## src/rtl/seq_mult_pkg.sv

```systemverilog
// Shared types and helpers for the iterative shift-add multiplier.
package seq_mult_pkg;

  typedef enum logic [1:0] {
    StIdle = 2'd0,
    StCalc = 2'd1,
    StDone = 2'd2
  } state_t;

  function automatic int unsigned cnt_width(input int unsigned width);
    return $clog2(width + 1);
  endfunction

endpackage

```

## src/rtl/cond_negate.sv

```systemverilog
// Two's complement conditional negation: result = neg ? -value : value.
module cond_negate #(
  parameter int unsigned N = 8
) (
  input  logic [N-1:0] value,
  input  logic         neg,
  output logic [N-1:0] result
);

  always_comb begin
    result = neg ? (~value + N'(1)) : value;
  end

endmodule

```

## src/rtl/seq_mult.sv

```systemverilog
// Iterative shift-add multiplier, one partial-product add per cycle, with
// valid/ready handshakes and optional two's complement mode.
module seq_mult
  import seq_mult_pkg::*;
#(
  parameter int unsigned WIDTH     = 8,
  parameter bit          SIGNED_EN = 1'b1
) (
  input  logic               clk,
  input  logic               rst,
  input  logic               in_valid,
  output logic               in_ready,
  input  logic [WIDTH-1:0]   a,
  input  logic [WIDTH-1:0]   b,
  input  logic               is_signed,
  output logic               out_valid,
  input  logic               out_ready,
  output logic [2*WIDTH-1:0] product,
  output logic               busy
);

  localparam int unsigned CW = cnt_width(WIDTH);

  state_t             state;
  logic               neg_q;
  logic [WIDTH-1:0]   mag_a_q;
  // Upper half is the running partial sum, lower half the shifting multiplier.
  logic [2*WIDTH-1:0] acc_q;
  logic [CW-1:0]      cnt_q;

  logic               mode_in;
  logic [WIDTH-1:0]   mag_a_in;
  logic [WIDTH-1:0]   mag_b_in;
  logic [WIDTH-1:0]   addend;
  logic [WIDTH:0]     sum;
  logic [2*WIDTH-1:0] acc_next;
  logic [2*WIDTH-1:0] prod_signed;

  always_comb begin
    mode_in  = is_signed & SIGNED_EN;
    addend   = acc_q[0] ? mag_a_q : '0;
    sum      = {1'b0, acc_q[2*WIDTH-1:WIDTH]} + {1'b0, addend};
    acc_next = {sum, acc_q[WIDTH-1:1]};
  end

  cond_negate #(.N(WIDTH)) u_neg_a (
    .value  (a),
    .neg    (mode_in & a[WIDTH-1]),
    .result (mag_a_in)
  );

  cond_negate #(.N(WIDTH)) u_neg_b (
    .value  (b),
    .neg    (mode_in & b[WIDTH-1]),
    .result (mag_b_in)
  );

  // Negation is applied to the final iteration's value so the product is
  // registered on the same edge as the DONE transition.
  cond_negate #(.N(2*WIDTH)) u_neg_p (
    .value  (acc_next),
    .neg    (neg_q),
    .result (prod_signed)
  );

  always_ff @(posedge clk or posedge rst) begin
    if (rst) begin
      state     <= StIdle;
      in_ready  <= 1'b1;
      out_valid <= 1'b0;
      busy      <= 1'b0;
      product   <= '0;
      neg_q     <= 1'b0;
      mag_a_q   <= '0;
      acc_q     <= '0;
      cnt_q     <= '0;
    end else begin
      case (state)
        StIdle: begin
          if (in_valid) begin
            neg_q    <= mode_in & (a[WIDTH-1] ^ b[WIDTH-1]);
            mag_a_q  <= mag_a_in;
            acc_q    <= {{WIDTH{1'b0}}, mag_b_in};
            cnt_q    <= '0;
            in_ready <= 1'b0;
            busy     <= 1'b1;
            state    <= StCalc;
          end
        end
        StCalc: begin
          acc_q <= acc_next;
          cnt_q <= cnt_q + CW'(1);
          if (cnt_q == CW'(WIDTH - 1)) begin
            product   <= prod_signed;
            out_valid <= 1'b1;
            state     <= StDone;
          end
        end
        StDone: begin
          if (out_ready) begin
            out_valid <= 1'b0;
            in_ready  <= 1'b1;
            busy      <= 1'b0;
            state     <= StIdle;
          end
        end
        default: begin
          state <= StIdle;
        end
      endcase
    end
  end

endmodule
```

## config.mk

```make
export PLATFORM = sky130hd
export DESIGN_NAME = seq_mult
export DESIGN_NICKNAME = d
export VERILOG_FILES = /design/src/rtl/seq_mult_pkg.sv /design/src/rtl/cond_negate.sv /design/src/rtl/seq_mult.sv
export SDC_FILE = /design/constraint.sdc
export NUM_CORES = 1
export LEC_CHECK = 0
export ABC_CLOCK_PERIOD_IN_PS = 2400
export BUFFER_PORTS_ARGS = -buffer_cell sky130_fd_sc_hd__clkbuf_2
export CAP_MARGIN = 20
export CORE_UTILIZATION = 41
export DETAILED_ROUTE_END_ITERATION = 8
export GPL_TIMING_DRIVEN = 1
export PLACE_DENSITY = 0.58
export SLEW_MARGIN = 5
export SYNTH_ARGS = -nofsm -noshare
export SYNTH_HDL_FRONTEND = slang
export SYNTH_SLANG_ARGS = --single-unit
```

## constraint.sdc

```tcl
create_clock -name clk -period 2.4 [get_ports clk]
set_clock_uncertainty 0.15 [all_clocks]
set_input_delay 0.36 -clock clk [delete_from_list [all_inputs] [get_ports clk]]
set_output_delay 0.36 -clock clk [all_outputs]
set_load 0.1 [all_outputs]
```

Word level (Yosys, flattened, before mapping)
Index checks and enable logic that the tools add are counted.
{ "totals": {"input_bits": 21, "wordCells": 57, "output_inout_bits": 19, "reg_bits": 50} }
{ "op_classes": {"add_sub_neg": 5, "eq_ne": 6, "muxes": 20, "bitwise": 7, "n_reduce_logical": 10} }
{ "op_table": {"columns": ["op", "count"], "rows": [
  ["16-bit two-way mux", 2],
  ["16-bit case mux with 2 select lines", 1],
  ["8-bit two-way mux", 3],
  ["16-bit by 1-bit adder with 16-bit output (second input constant)", 1],
  ["8-bit by 1-bit adder with 8-bit output (second input constant)", 2],
  ["16-bit NOT", 1],
  ["8-bit NOT", 2],
  ["8-bit by 8-bit adder with 9-bit output", 1],
  ["3-bit AND reduction", 3],
  ["4-bit case mux with 2 select lines", 1],
  ["2-bit two-way mux", 3],
  ["2-bit inequality test (second input constant)", 3],
  ["1-bit case mux with 2 select lines", 3],
  ["2-bit case mux with 3 select lines", 1],
  ["2-bit AND reduction", 3],
  ["2-bit nonzero test", 3],
  ["1-bit two-way mux", 5],
  ["4-bit by 1-bit adder with 4-bit output (second input constant)", 1],
  ["4-bit by 3-bit equality test with 1-bit output (second input constant)", 1],
  ["4-bit two-way mux", 1],
  ["1-bit AND", 3],
  ["2-bit by 1-bit equality test with 1-bit output (second input constant)", 1],
  ["2-bit equality test (second input constant)", 1],
  ["2-bit logical NOT", 1],
  ["1-bit bitwise XOR", 1]
]} }

Logic depth before layout (Yosys ltp)
{ "logic_depth": {"depth_word": 5, "ltp_mapped": 9, "ltp_nobuf": 9} }

Modules after synthesis
From an unflattened synthesis, not the netlist that was laid out.
{ "unflattened": {"hier_cells": 320, "hier_area_um2": 3210.6} }
{ "by_module_without_submodules": {"columns": ["module", "seq_area_each_um2", "area_each_um2", "n_inst", "cells_per_inst"], "rows": [
  ["seq_mult", 1252.5, 2512.4, 1, 230],
  ["cond_negate (u_neg_p)", 0.0, 355.3, 1, 48],
  ["cond_negate (u_neg_a ...)", 0.0, 171.4, 2, 21]
]} }

Worst setup path after synthesis
No wires, ideal clock.
{ "synth_timing": {"kind": "reg-to-reg", "from": "register acc_q[0]", "to": "register product[15]", "path_buffers": 0, "required_ps": 2125, "setup_time_ps": 125, "t_arrival_ps": 2369, "synth_period_minus_slack_ps": 2643, "path_slack_ps": -243, "stages_incl_launch_ff": 10, "path_cell_list": "dfrtp_1 > and2_1 > ha_1 > fa_1 > a21o_1 > a221oi_2 > xnor2_1 > o41a_1 > a41oi_1 > nand2_1"} }
{ "synth_via": {"elab_chain_cells": 5} }
{ "synth_lines": {"columns": ["element", "line", "text"], "rows": [
  ["start, declared", "seq_mult.sv:28", "logic [2*WIDTH-1:0] acc_q;"],
  ["start signal, assigned", "seq_mult.sv:83", "acc_q <= {{WIDTH{1'b0}}, mag_b_in};"],
  ["start signal, assigned", "seq_mult.sv:91", "acc_q <= acc_next;"],
  ["8-bit two-way mux (*)", "seq_mult.sv:41", "addend = acc_q[0] ? mag_a_q : '0;"],
  ["8-bit by 8-bit adder with 9-bit output (*)", "seq_mult.sv:42", "sum = {1'b0, acc_q[2*WIDTH-1:WIDTH]} + {1'b0, addend};"],
  ["16-bit NOT", "cond_negate.sv:11", "result = neg ? (~value + N'(1)) : value;"],
  ["16-bit by 1-bit adder with 16-bit output", "cond_negate.sv:11", null],
  ["16-bit two-way mux (*)", "cond_negate.sv:11", null],
  ["end signal, assigned", "seq_mult.sv:94", "product <= prod_signed;"],
  ["end, declared", "seq_mult.sv:18", "output logic [2*WIDTH-1:0] product,"]
]} }
Mark *: on every way between the ends. The rest lies on a longest branch, timed or not.
A chain may end at the register's enable or synchronous reset.

Worst setup path in the final report
Ends and elaborated chain as after synthesis.

==> metrics.cfg <==
[floorplanning]
core_area_sq_um = 6910
fp.dieArea_sq_um = 7630
ios = 40
die_y_um = 87.4
die_width_um = 87.4
initial_utilization_pct = 43.2
core.rowCount = 30

[cts]
clockBufferDepth = 2
cts_buffers = 5
cts_sinks = 50
cts-root-buf = clkbuf_8
cts_hold_buf = 0
clk_pin_slew_ps = 90
insertion_delay_ps = 310
cts_max_level = 2
tritoncts = yes

[drt]
wl_met3_um = 221
drt_iter0_markers = 75
wl_met1_mm = 3.30
wl_mm = 6.84
postRouteAntennaNets = 0
dr_wl_met2_mm = 3.23
drt_first_pass_iters = 4
vias = 2471
vias_per_cell = 5.02
routed.top_layer = met4
wl_per_cell_um = 13.9
drcViolationCount = 0

[yosys]
synth_fp_nets = 365
synth.area.top_cells = dfrtp_1, nand2_1, o21ai_1
async_flop_share_pct = 100
synth_common_cells = nand2_1, dfrtp_1, o21ai_1
yosysWarnings = 0
netlist.area_leader.share_pct = 41.1
syn_area_sq_um = 2990
synth_ff_type = dfrtp_1
synth.ff_latch_count = 50
synth-edff-count = 0
syn_area_per_cell_sq_um = 9.02
seq_area_frac_synth_pct = 41.9
ys_types = 54
synth_area_leader_cell = dfrtp_1
synth.most_common_cell = nand2_1
syn-instance-count = 331

[cells_and_area]
diodes = 0
final_nets = 429
syn_to_final_growth_pct = 27.6
drive_gt1_share_pct = 29.5

[grt]
grt_pass1_wl_mm = 11.8
grt_max_degree = 51
track_usage_pct = 20.0
grt_antenna_before_repair = 0
grt_pass1_vias = 2523
gr-total-overflow = 0

[sta]
fmax_mhz = 388
fin_crit_sh_pct = 107
tightest_slew_ps = 719
setup_ws_ps = -179
setup_violations = 3
rsz0062_at_grt = true
finalMaxSlewViolations = 0
period_needed_ps = 2580
hold_viol_final = 0
setup_tns_ps = -403
slew_headroom_pct = 52.0

[setup_path]
crit_chain = buf_6 -> and2_4 -> fa_2 -> buf_6 -> nand3_4 -> and3_4 -> o221ai_4 -> o41a_1 -> a41oi_1 -> nand2_1
timing.rr.end = product[15]$_DFFE_PP0P_
path_delay_family = compound AO/OA/AOI/OAI gates
rr_worst_depth = 10
r2r-start = acc_q[0]$_DFFE_PP0P_
crit_start = acc_q[0]$_DFFE_PP0P_
path_max_fanout = 8
cp_common_cell = buf_6
r2r_slack_ps = -180
worst_ep_required_time_ps = 2450
cpPeakStageDelay_ps = 430
crit_path_top_delay_cell = o41a_1
start_kind = flop
crit_type = reg -> reg
critPathCaptureType = flop
path_buf_inv = 2
arrival_ps = 2630

[outcome]
violations = negative setup slack
status = finished with violations

[worst_hold_path]
worst_hold_path_type = in -> async

[placed_design]
io_buffers = 39
dp_hpwl_mm = 4.87
routabilityCongestion = 0.870

[flow_run]
drv_cap = 0

placed cells by master, fill, tap and decap left out, types with 11 or more instances in the layout:
master,count
buf_4,28
clkbuf_2,39
dfrtp_1,49
inv_1,11
nand2_1,57
nand3_1,14
nor2_1,18
o21ai_1,39
xnor2_1,12
xor2_1,12
cell type report:
class	instances	area, sq um
inverters	12	45.0
multi-input cells	256	1860
fillers	676	3090
well taps	96	120
repair buffers	70	439
clock buffers	6	82.6
clock inverters	2	16.3
flip-flops and latches	50	1250
how the worst max path moves through the flow:
stage                                    to  slack (ps)  cells past startpoint
finish              product[15]$_DFFE_PP0P_        -180                     10
detailed placement  product[14]$_DFFE_PP0P_        -260                     10
floorplan           product[15]$_DFFE_PP0P_        -220                      9
CTS                 product[14]$_DFFE_PP0P_        -170                     10
global placement    product[15]$_DFFE_PP0P_        -190                      9
global route        product[15]$_DFFE_PP0P_        -300                     10
layer usage:
| metal | vias up | GRT usage [%] |
|---|---|---|
| li1 | 1281 | - |
| met5 | - | 0 |
| met1 | 1126 | 25.9 |
| met2 | 54 | 33.9 |
| met4 | 0 | 5.96 |
| met3 | 10 | 3.41 |
stage by stage:
stage | setup WS [ps] | cell area (sq um) | hold slack [ps] | util, % | cells
floorplan | -223 | 3000 | 288 | - | 331
global placement | -188 | 3450 | 308 | 49.9 | 479
detailed placement | -256 | 3450 | 312 | 49.9 | 479
CTS | -167 | 3740 | 59.1 | 54.1 | 490
global route | -295 | 3810 | 104 | 55.2 | 492
finish | -179 | 3810 | 23.3 | 55.2 | 492
what timing repair did:
action,in CTS,in global routing
resized for setup,25,9
pin swaps,14,8
endpoints found under the setup margin,5,8
setup buffers,3,2
cells by family (layout without fill, tap and decap cells):
| family | Yosys count | count (layout) | share of synthesized area (%) |
|---|---|---|---|
| AO/OA/AOI/OAI | 86 | 86 | 18.8 |
| adder cells (fa/ha/maj) | 13 | 13 | 5.70 |
| buffers and inverters | 25 | 90 | 3.77 |
| AND/OR/NAND/NOR | 126 | 126 | 19.7 |
| XOR/XNOR | 28 | 28 | 9.09 |
| flip-flops | 50 | 50 | 41.9 |
| multiplexers | 3 | 3 | 1.01 |
flip-flops by register name, indices dropped and copies added, names as in the netlist:
signal and cells:
acc_q 16, busy 1, cnt_q 4, in_ready 1, mag_a_q 8, neg_q 1, out_valid 1, product 16
state 2
worst reg2reg max path, cell delays in order, from the launching register on:
cell and delay (ps):
dfrtp_1 400, buf_6 130, and2_4 150, fa_2 370, buf_6 150, nand3_4 80
and3_4 210, o221ai_4 170, o41a_1 430, a41oi_1 160, nand2_1 70
Power is not shown: default switching activity piles up to over one toggle a cycle in this logic, so the estimate is an artifact.
